`config.mk`:
```
export PLATFORM = sky130hd
export DESIGN_NAME = sensor_conditioner_flat
export DESIGN_NICKNAME = d
export VERILOG_FILES = /design/src/rtl/sensor_conditioner_if.sv /design/src/rtl/sensor_conditioner.sv /design/src/flat_wrapper.sv
export SDC_FILE = /design/constraint.sdc
export NUM_CORES = 1
export LEC_CHECK = 0
export BUFFER_PORTS_ARGS = -buffer_cell sky130_fd_sc_hd__buf_2
export CAP_MARGIN = 20
export CORE_ASPECT_RATIO = 1.2
export CORE_MARGIN = 3
export CORE_UTILIZATION = 40
export CTS_CLUSTER_DIAMETER = 50
export DETAILED_ROUTE_END_ITERATION = 7
export PLACE_DENSITY_LB_ADDON = 0.05
export SLEW_MARGIN = 20
export SYNTH_ARGS = -nofsm -noshare
export SYNTH_HDL_FRONTEND = slang
export SYNTH_SLANG_ARGS = --single-unit
```
`constraint.sdc`:
```
create_clock -name clk -period 3.9 [get_ports clk]
set_input_delay 0.39 -clock clk [delete_from_list [all_inputs] [get_ports clk]]
set_output_delay 0.39 -clock clk [all_outputs]
set_load 0.05 [all_outputs]
```
`src/rtl/sensor_conditioner_if.sv`:
```
// Raw sensor inputs and conditioned outputs between the sensor front end and the controller.
// The source side drives raw_* and observes the conditioned signals; the conditioner is the slave.
interface sensor_conditioner_if;
    logic       raw_fd;
    logic       raw_rd;
    logic       raw_w;
    logic       raw_fa;
    logic [6:0] raw_st;
    logic       raw_st_valid;
    logic       SFD;
    logic       SRD;
    logic       SW;
    logic       SFA;
    logic [6:0] ST;
    logic       st_valid;

    modport master (
        output raw_fd, raw_rd, raw_w, raw_fa, raw_st, raw_st_valid,
        input  SFD, SRD, SW, SFA, ST, st_valid
    );

    modport slave (
        input  raw_fd, raw_rd, raw_w, raw_fa, raw_st, raw_st_valid,
        output SFD, SRD, SW, SFA, ST, st_valid
    );
endinterface

```
`src/rtl/sensor_conditioner.sv`:
```
// Purpose: synchronise+debounce four binary sensors, 4-sample moving average of temperature.
// Latency: binary 2+DEBOUNCE_CYCLES edges (SFA rise 2 edges with FIRE_FASTPATH_EN); ST visible 1 cycle after strobe.
// Backpressure: none; every strobe outside reset is accepted, back-to-back included.
module sensor_conditioner #(
    parameter int         DEBOUNCE_CYCLES = 1000,
    parameter logic [6:0] RESET_TEMP      = 7'd25
) (
    input  logic                 clk,
    input  logic                 Rst,
    sensor_conditioner_if.slave  sif
);

    localparam int CW = $clog2(DEBOUNCE_CYCLES + 1);
    localparam logic [CW-1:0] CNT_LAST = CW'(DEBOUNCE_CYCLES - 1);
    localparam logic [CW-1:0] CNT_ONE  = CW'(1);

`ifdef FIRE_FASTPATH_EN
    localparam bit FAST_FA = 1'b1;
`else
    localparam bit FAST_FA = 1'b0;
`endif

    logic [3:0] raw_vec;
    logic [3:0] s1;
    logic [3:0] s2;
    logic [3:0] deb;

    assign raw_vec = {sif.raw_fa, sif.raw_w, sif.raw_rd, sif.raw_fd};

    always_ff @(posedge clk) begin
        if (Rst) begin
            s1 <= '0;
            s2 <= '0;
        end else begin
            s1 <= raw_vec;
            s2 <= s1;
        end
    end

    for (genvar g = 0; g < 4; g++) begin : g_deb
        // Only the fire-alarm channel (bit 3) may take the fast rising path.
        localparam bit FAST = FAST_FA && (g == 3);
        logic [CW-1:0] cnt_q;
        logic          deb_q;

        always_ff @(posedge clk) begin
            if (Rst) begin
                cnt_q <= '0;
                deb_q <= 1'b0;
            end else if (FAST && s1[g] && !deb_q) begin
                deb_q <= 1'b1;
                cnt_q <= '0;
            end else if (s2[g] == deb_q) begin
                cnt_q <= '0;
            end else if (cnt_q == CNT_LAST) begin
                deb_q <= s2[g];
                cnt_q <= '0;
            end else begin
                cnt_q <= cnt_q + CNT_ONE;
            end
        end

        assign deb[g] = deb_q;
    end

    assign sif.SFD = deb[0];
    assign sif.SRD = deb[1];
    assign sif.SW  = deb[2];
    assign sif.SFA = deb[3];

    // The average covers the incoming sample plus the three newest stored ones,
    // so the oldest window entry never needs a register of its own.
    logic [6:0] w0, w1, w2;
    logic [6:0] st_q;
    logic       st_vld_q;
    logic [8:0] sum;

    assign sum = {2'b00, sif.raw_st} + {2'b00, w0} + {2'b00, w1} + {2'b00, w2};

    always_ff @(posedge clk) begin
        if (Rst) begin
            w0       <= '0;
            w1       <= '0;
            w2       <= '0;
            st_q     <= RESET_TEMP;
            st_vld_q <= 1'b0;
        end else if (sif.raw_st_valid) begin
            if (!st_vld_q) begin
                w0       <= sif.raw_st;
                w1       <= sif.raw_st;
                w2       <= sif.raw_st;
                st_q     <= sif.raw_st;
                st_vld_q <= 1'b1;
            end else begin
                w0   <= sif.raw_st;
                w1   <= w0;
                w2   <= w1;
                st_q <= 7'(sum >> 2);
            end
        end
    end

    assign sif.ST       = st_q;
    assign sif.st_valid = st_vld_q;

endmodule

```
`src/flat_wrapper.sv`:
```
// flat-port wrapper written by rule: the top's interface ports become plain ports
module sensor_conditioner_flat 
#(
    parameter int         DEBOUNCE_CYCLES = 1000,
    parameter logic [6:0] RESET_TEMP      = 7'd25
)
  (clk, Rst, sif_raw_fd, sif_raw_rd, sif_raw_w, sif_raw_fa, sif_raw_st, sif_raw_st_valid, sif_SFD, sif_SRD, sif_SW, sif_SFA, sif_ST, sif_st_valid);
  sensor_conditioner_if sif_i ();
  input  logic clk;
  input  logic Rst;
  input wire logic [$bits(sif_i.raw_fd)-1:0] sif_raw_fd;
  input wire logic [$bits(sif_i.raw_rd)-1:0] sif_raw_rd;
  input wire logic [$bits(sif_i.raw_w)-1:0] sif_raw_w;
  input wire logic [$bits(sif_i.raw_fa)-1:0] sif_raw_fa;
  input wire logic [$bits(sif_i.raw_st)-1:0] sif_raw_st;
  input wire logic [$bits(sif_i.raw_st_valid)-1:0] sif_raw_st_valid;
  output wire logic [$bits(sif_i.SFD)-1:0] sif_SFD;
  output wire logic [$bits(sif_i.SRD)-1:0] sif_SRD;
  output wire logic [$bits(sif_i.SW)-1:0] sif_SW;
  output wire logic [$bits(sif_i.SFA)-1:0] sif_SFA;
  output wire logic [$bits(sif_i.ST)-1:0] sif_ST;
  output wire logic [$bits(sif_i.st_valid)-1:0] sif_st_valid;
  assign sif_i.raw_fd = sif_raw_fd;
  assign sif_i.raw_rd = sif_raw_rd;
  assign sif_i.raw_w = sif_raw_w;
  assign sif_i.raw_fa = sif_raw_fa;
  assign sif_i.raw_st = sif_raw_st;
  assign sif_i.raw_st_valid = sif_raw_st_valid;
  assign sif_SFD = sif_i.SFD;
  assign sif_SRD = sif_i.SRD;
  assign sif_SW = sif_i.SW;
  assign sif_SFA = sif_i.SFA;
  assign sif_ST = sif_i.ST;
  assign sif_st_valid = sif_i.st_valid;
  sensor_conditioner #(.DEBOUNCE_CYCLES(DEBOUNCE_CYCLES), .RESET_TEMP(RESET_TEMP)) u_core (.clk(clk), .Rst(Rst), .sif(sif_i));
endmodule
```
== Yosys cells after proc, flatten, opt, wreduce, memory -nomap -nowiden ==
Cells that the tools add are included.

* Reductions and logical operators: 8
* Multiplexer cells: 3
* Bitwise operators: 4
* Add/subtract/negate cells: 7
* Eq/ne operators: 8

{| class="wikitable"
|+ Operator list
! kind !! count
|-
| $add A10 B1 Y10 const B || 4
|-
| $eq A10 B10 Y1 const B || 4
|-
| $mux W7 || 3
|-
| $add A9 B7 Y9 || 2
|-
| $reduce_or A3 Y1 || 4
|-
| $add A7 B7 Y8 || 1
|-
| $reduce_and A2 Y1 || 4
|-
| $eq A1 B1 Y1 || 4
|-
| $not A1 Y1 || 4
|}

* Logic and storage cells: 45
* Register bits after elaboration: 81
* Bits of input ports: 14
* Output and inout port bits: 12

== Depth between registers and ports, before layout ==
* Depth after elaboration: 4
* Gate-level depth with buffers: 15
* Mapped depth without buffers: 14

== Least setup slack after synthesis ==
OpenSTA, ideal clock, no wires.

* Kind: input -> register
* Start: input port sif_raw_st[0]
* End: register u_core.st_q[6], in the netlist u_core.sif.ST[6]
* Data arrival time: 3153 ps
* Path buffers: 1
* Required time: 3814 ps
* Library setup time: 86 ps
* Stages on the path: 15
* Slack: 662 ps
* Cell sequence: ha_1 > fa_1 > a21o_1 > a21oi_1 > o21bai_1 > a21oi_1 > xor2_1 > fa_1 > inv_1 > ha_1 > clkbuf_1 > o21ai_0 > a21oi_1 > o21ai_1 > a211oi_1

* Cells in the longest elaborated chain, start to end: 4

{| class="wikitable"
|+ RTL lines
! what !! RTL line !! text
|-
| start: declaration || flat_wrapper.sv:15 || <nowiki>input wire logic [$bits(sif_i.raw_st)-1:0] sif_raw_st;</nowiki>
|-
| $add A7 B7 Y8 || sensor_conditioner.sv:78 || <nowiki>assign sum = {2'b00, sif.raw_st} + {2'b00, w0} + {2'b00, w1} + {2'b00, w2};</nowiki>
|-
| $add A9 B7 Y9 (2 in series) || sensor_conditioner.sv:78 ||
|-
| $mux W7 || sensor_conditioner.sv:88 || <nowiki>if (!st_vld_q) begin</nowiki>
|-
| end signal: assignment || sensor_conditioner.sv:92 || <nowiki>st_q <= sif.raw_st;</nowiki>
|-
| end signal: assignment || sensor_conditioner.sv:98 || <nowiki>st_q <= 7'(sum >> 2);</nowiki>
|-
| end: declaration || sensor_conditioner.sv:74 || <nowiki>logic [6:0] st_q;</nowiki>
|}

Every way passes these cells.
A chain may end at the register's enable or synchronous reset.

== Worst setup path in the final report ==
* Start: register u_core.w0[0]
* End: register u_core.st_q[6], in the netlist u_core.sif.ST[6]

* Cells in the longest elaborated chain, start to end: 4

{| class="wikitable"
|+ RTL lines
! what !! RTL line !! text
|-
| start: declaration || sensor_conditioner.sv:73 || <nowiki>logic [6:0] w0, w1, w2;</nowiki>
|-
| start signal: assignment || sensor_conditioner.sv:89 || <nowiki>w0 <= sif.raw_st;</nowiki>
|-
| start signal: assignment || sensor_conditioner.sv:95 || <nowiki>w0 <= sif.raw_st;</nowiki>
|-
| $add A7 B7 Y8 || sensor_conditioner.sv:78 ||
|-
| $add A9 B7 Y9 (2 in series) || sensor_conditioner.sv:78 ||
|-
| $mux W7 || sensor_conditioner.sv:88 ||
|}

Every way passes these cells.

==> flow_summary.json <==
{
  "status": "complete, no violations",
  "avgRoutedWirePerCell_um": 11.9,
  "cap_violations": 0,
  "dp_hpwl_um": 5090,
  "final_cell_count_no_fill": 596,
  "mostFrequentLayoutCell": "nor2_1",
  "skew_ns": 0.00326,
  "clkLatencyLatePin_ns": 0.33,
  "grt_max_degree": 52,
  "ys_ff_latch": 81,
  "hold_buffers": 0,
  "cts_resized": 0,
  "crit_fanout": 8,
  "timing.rr.start": "u_core.w0[0]",
  "drive_gt1_share_pct": 10.8,
  "tightest_slew_ns": 0.933,
  "ios": 26,
  "dp_slack_ns": 0.432,
  "first_pass_iters": 4,
  "routed_wl_um": 7100,
  "netlist_instances": 449,
  "num_rows": 39,
  "final-setup-viol-count": 0,
  "min_path_type": "in2reg",
  "crit_type": "reg2reg",
  "h-tree-depth": 3,
  "root_buffer": "clkbuf_16",
  "antenna_found_initial": 0,
  "fp.coreArea_um2": 9560,
  "cts_tree": "built",
  "start_kind": "register",
  "first_iter_violations": 73,
  "startpoint": "u_core.w0[0]",
  "fmax_ghz": 0.308,
  "period_needed_ns": 3.24,
  "finish.utilization_pct": 46.4,
  "syn_nets": 489,
  "gr-total-overflow": 0,
  "place.gp.congestion": 0.792,
  "fin_hold_ws_ns": 0.271,
  "cts_setup_buffers": 0,
  "worst_slack_ns": 0.658,
  "fin_area_um2": 4430,
  "grt_pass1_vias": 2798,
  "final_cell_mix": "nor2_1, dfxtp_1, inv_1",
  "critPathRequiredTime_ns": 4.15,
  "r2r_cells": 14,
  "yosysSeqAreaShare_pct": 41.2,
  "clock_sinks": 81,
  "tns_ns": 0,
  "dieArea_um2": 11100,
  "relSlewSlack_pct": 37.8,
  "cts_made_buffers": 9,
  "area_delta_synth_final_pct": 12.7,
  "leakagePower_nw": 1.80,
  "p_per_area_nw_per_um2": 462,
  "ant_nets": 0,
  "rsz0062_at_grt": "no",
  "start_util_pct": 41.2,
  "port_buffers": 25,
  "synth_edf_count": 0,
  "async_flop_share_pct": 0,
  "fp.dieW_um": 96.6,
  "dpl.cell_count": 582,
  "grt_pass1_wl_um": 12700,
  "yosys_warnings": 0,
  "hold_violations": 0,
  "fin_total_pwr_mw": 2.05,
  "n_fill_cell": 966,
  "path_clk_slew_ns": 0.06,
  "cts_max_path_buffers": 2,
  "ir_worst_vdd_v": 0.000182,
  "endpoint": "u_core.sif.ST[6]",
  "via_count": 2910,
  "fin_crit_sh_pct": 83.1,
  "finalMaxSlewViolations": 0,
  "via_per_inst": 4.88,
  "netlist_area_um2": 3940,
  "antennaDiodeCount": 0,
  "crit_path_end_kind": "register",
  "regArea_um2": 1620,
  "multi_input_area_um2": 2110,
  "grt_usage_pct": 14.5,
  "nets": 510,
  "post_synth.cell_area_avg_um2": 8.77,
  "drcViolationCount": 0,
  "synth_ff_type": "dfxtp_1",
  "netlist-cell-type-count": 45,
  "die_h_um": 115,
  "dpl_cell_area_um2": 4150,
  "r2r_slack_ns": 0.66,
  "arrival_ns": 3.49,
  "r2r_end": "u_core.sif.ST[6]"
}
-- worst max-delay path, cell delays in order, from the launching register on --
cell and delay [ns]:
dfxtp_1 0.32, ha_1 0.21, fa_1 0.40, a21o_1 0.20, a21oi_1 0.21, o21bai_1 0.09
a21oi_1 0.18, xor2_1 0.10, fa_1 0.48, inv_1 0.04, ha_1 0.39, o21ai_0 0.13
a21oi_1 0.13, o21ai_1 0.07, a211oi_1 0.21
-- layout make-up --
type | count | share of cell area (%)
Clock buffer | 11 | 5.47
Clock inverter | 3 | 0.959
Multi-Input combinational cell | 318 | 47.6
Inverter | 33 | 2.79
Sequential cell | 81 | 36.6
Tap cell | 123 | 3.47
Timing Repair Buffer | 27 | 3.16
-- worst min-delay path by stage --
stage                                   from                       end  slack [ns]  cells after the start
CTS                                sif_raw_w              u_core.s1[2]        0.27                      2
finish                             sif_raw_w              u_core.s1[2]        0.27                      2
detailed placement              u_core.s1[2]              u_core.s2[2]        0.43                      1
global route                       sif_raw_w              u_core.s1[2]        0.29                      2
global placement                u_core.s1[2]              u_core.s2[2]        0.42                      1
floorplan           u_core.g_deb[0].cnt_q[0]  u_core.g_deb[0].cnt_q[0]        0.41                      1
-- registers in the layout (all words and copies together), names as in the netlist --
| name | flops |
|---|---|
| u_core.w0 | 7 |
| u_core.sif.st_valid | 1 |
| u_core.sif.SW | 1 |
| u_core.s1 | 4 |
| u_core.w1 | 7 |
| u_core.sif.ST | 7 |
| u_core.g_deb.cnt_q | 40 |
| u_core.sif.SFA | 1 |
| u_core.w2 | 7 |
| u_core.s2 | 4 |
| u_core.sif.SRD | 1 |
| u_core.sif.SFD | 1 |
-- cells by family (layout without fill, tap and decap cells) --
kind of cell	after synthesis	after routing	share of synthesized area [%]
AOI/OAI and AO/OA	69	69	11.1
buffers and inverters	50	74	5.21
adders and majority gates	26	26	9.79
DFF	81	81	41.2
xor gates and xnor gates	40	40	8.90
muxes	11	11	2.80
and+or+nand+nor	172	172	21.0
-- cells in the mapped netlist (all sizes together), types with 4 or more instances --
| cell type | number | area share (%) |
|---|---|---|
| nor3 | 8 | 1.1 |
| ha | 18 | 5.7 |
| mux2i | 11 | 2.8 |
| a21oi | 29 | 3.7 |
| nand2b | 4 | 0.64 |
| a21o | 4 | 0.76 |
| xor2 | 15 | 3.3 |
| a211oi | 18 | 3.4 |
| buf | 9 | 1.3 |
| or3 | 4 | 0.64 |
| nor2b | 16 | 2.5 |
| o21ai | 8 | 1.0 |
| inv | 33 | 3.1 |
| xnor2 | 25 | 5.6 |
| nand3 | 12 | 1.8 |
| clkbuf | 8 | 0.76 |
| fa | 8 | 4.1 |
| nand4 | 5 | 0.79 |
| dfxtp | 81 | 41 |
| nand2 | 16 | 1.7 |
| nor2 | 89 | 8.5 |
| and3 | 9 | 1.5 |
-- report_power, final --
group          total [mW]  switching (mW)  internal [mW]  leakage [nW]
logic               0.345           0.206          0.140         0.998
registers           0.877          0.0209          0.856         0.661
clock network       0.825           0.320          0.505         0.137
-- routing by layer --
layer	GRT usage, %	vias up	part of all wire, %
met1	19.0	1337	48
met4	7.39	0	2.3
met3	2.37	14	2.4
met5	0	-	0
li1	-	1535	-
met2	22.8	24	47
Note: power is estimated with default switching activity, not from simulation.
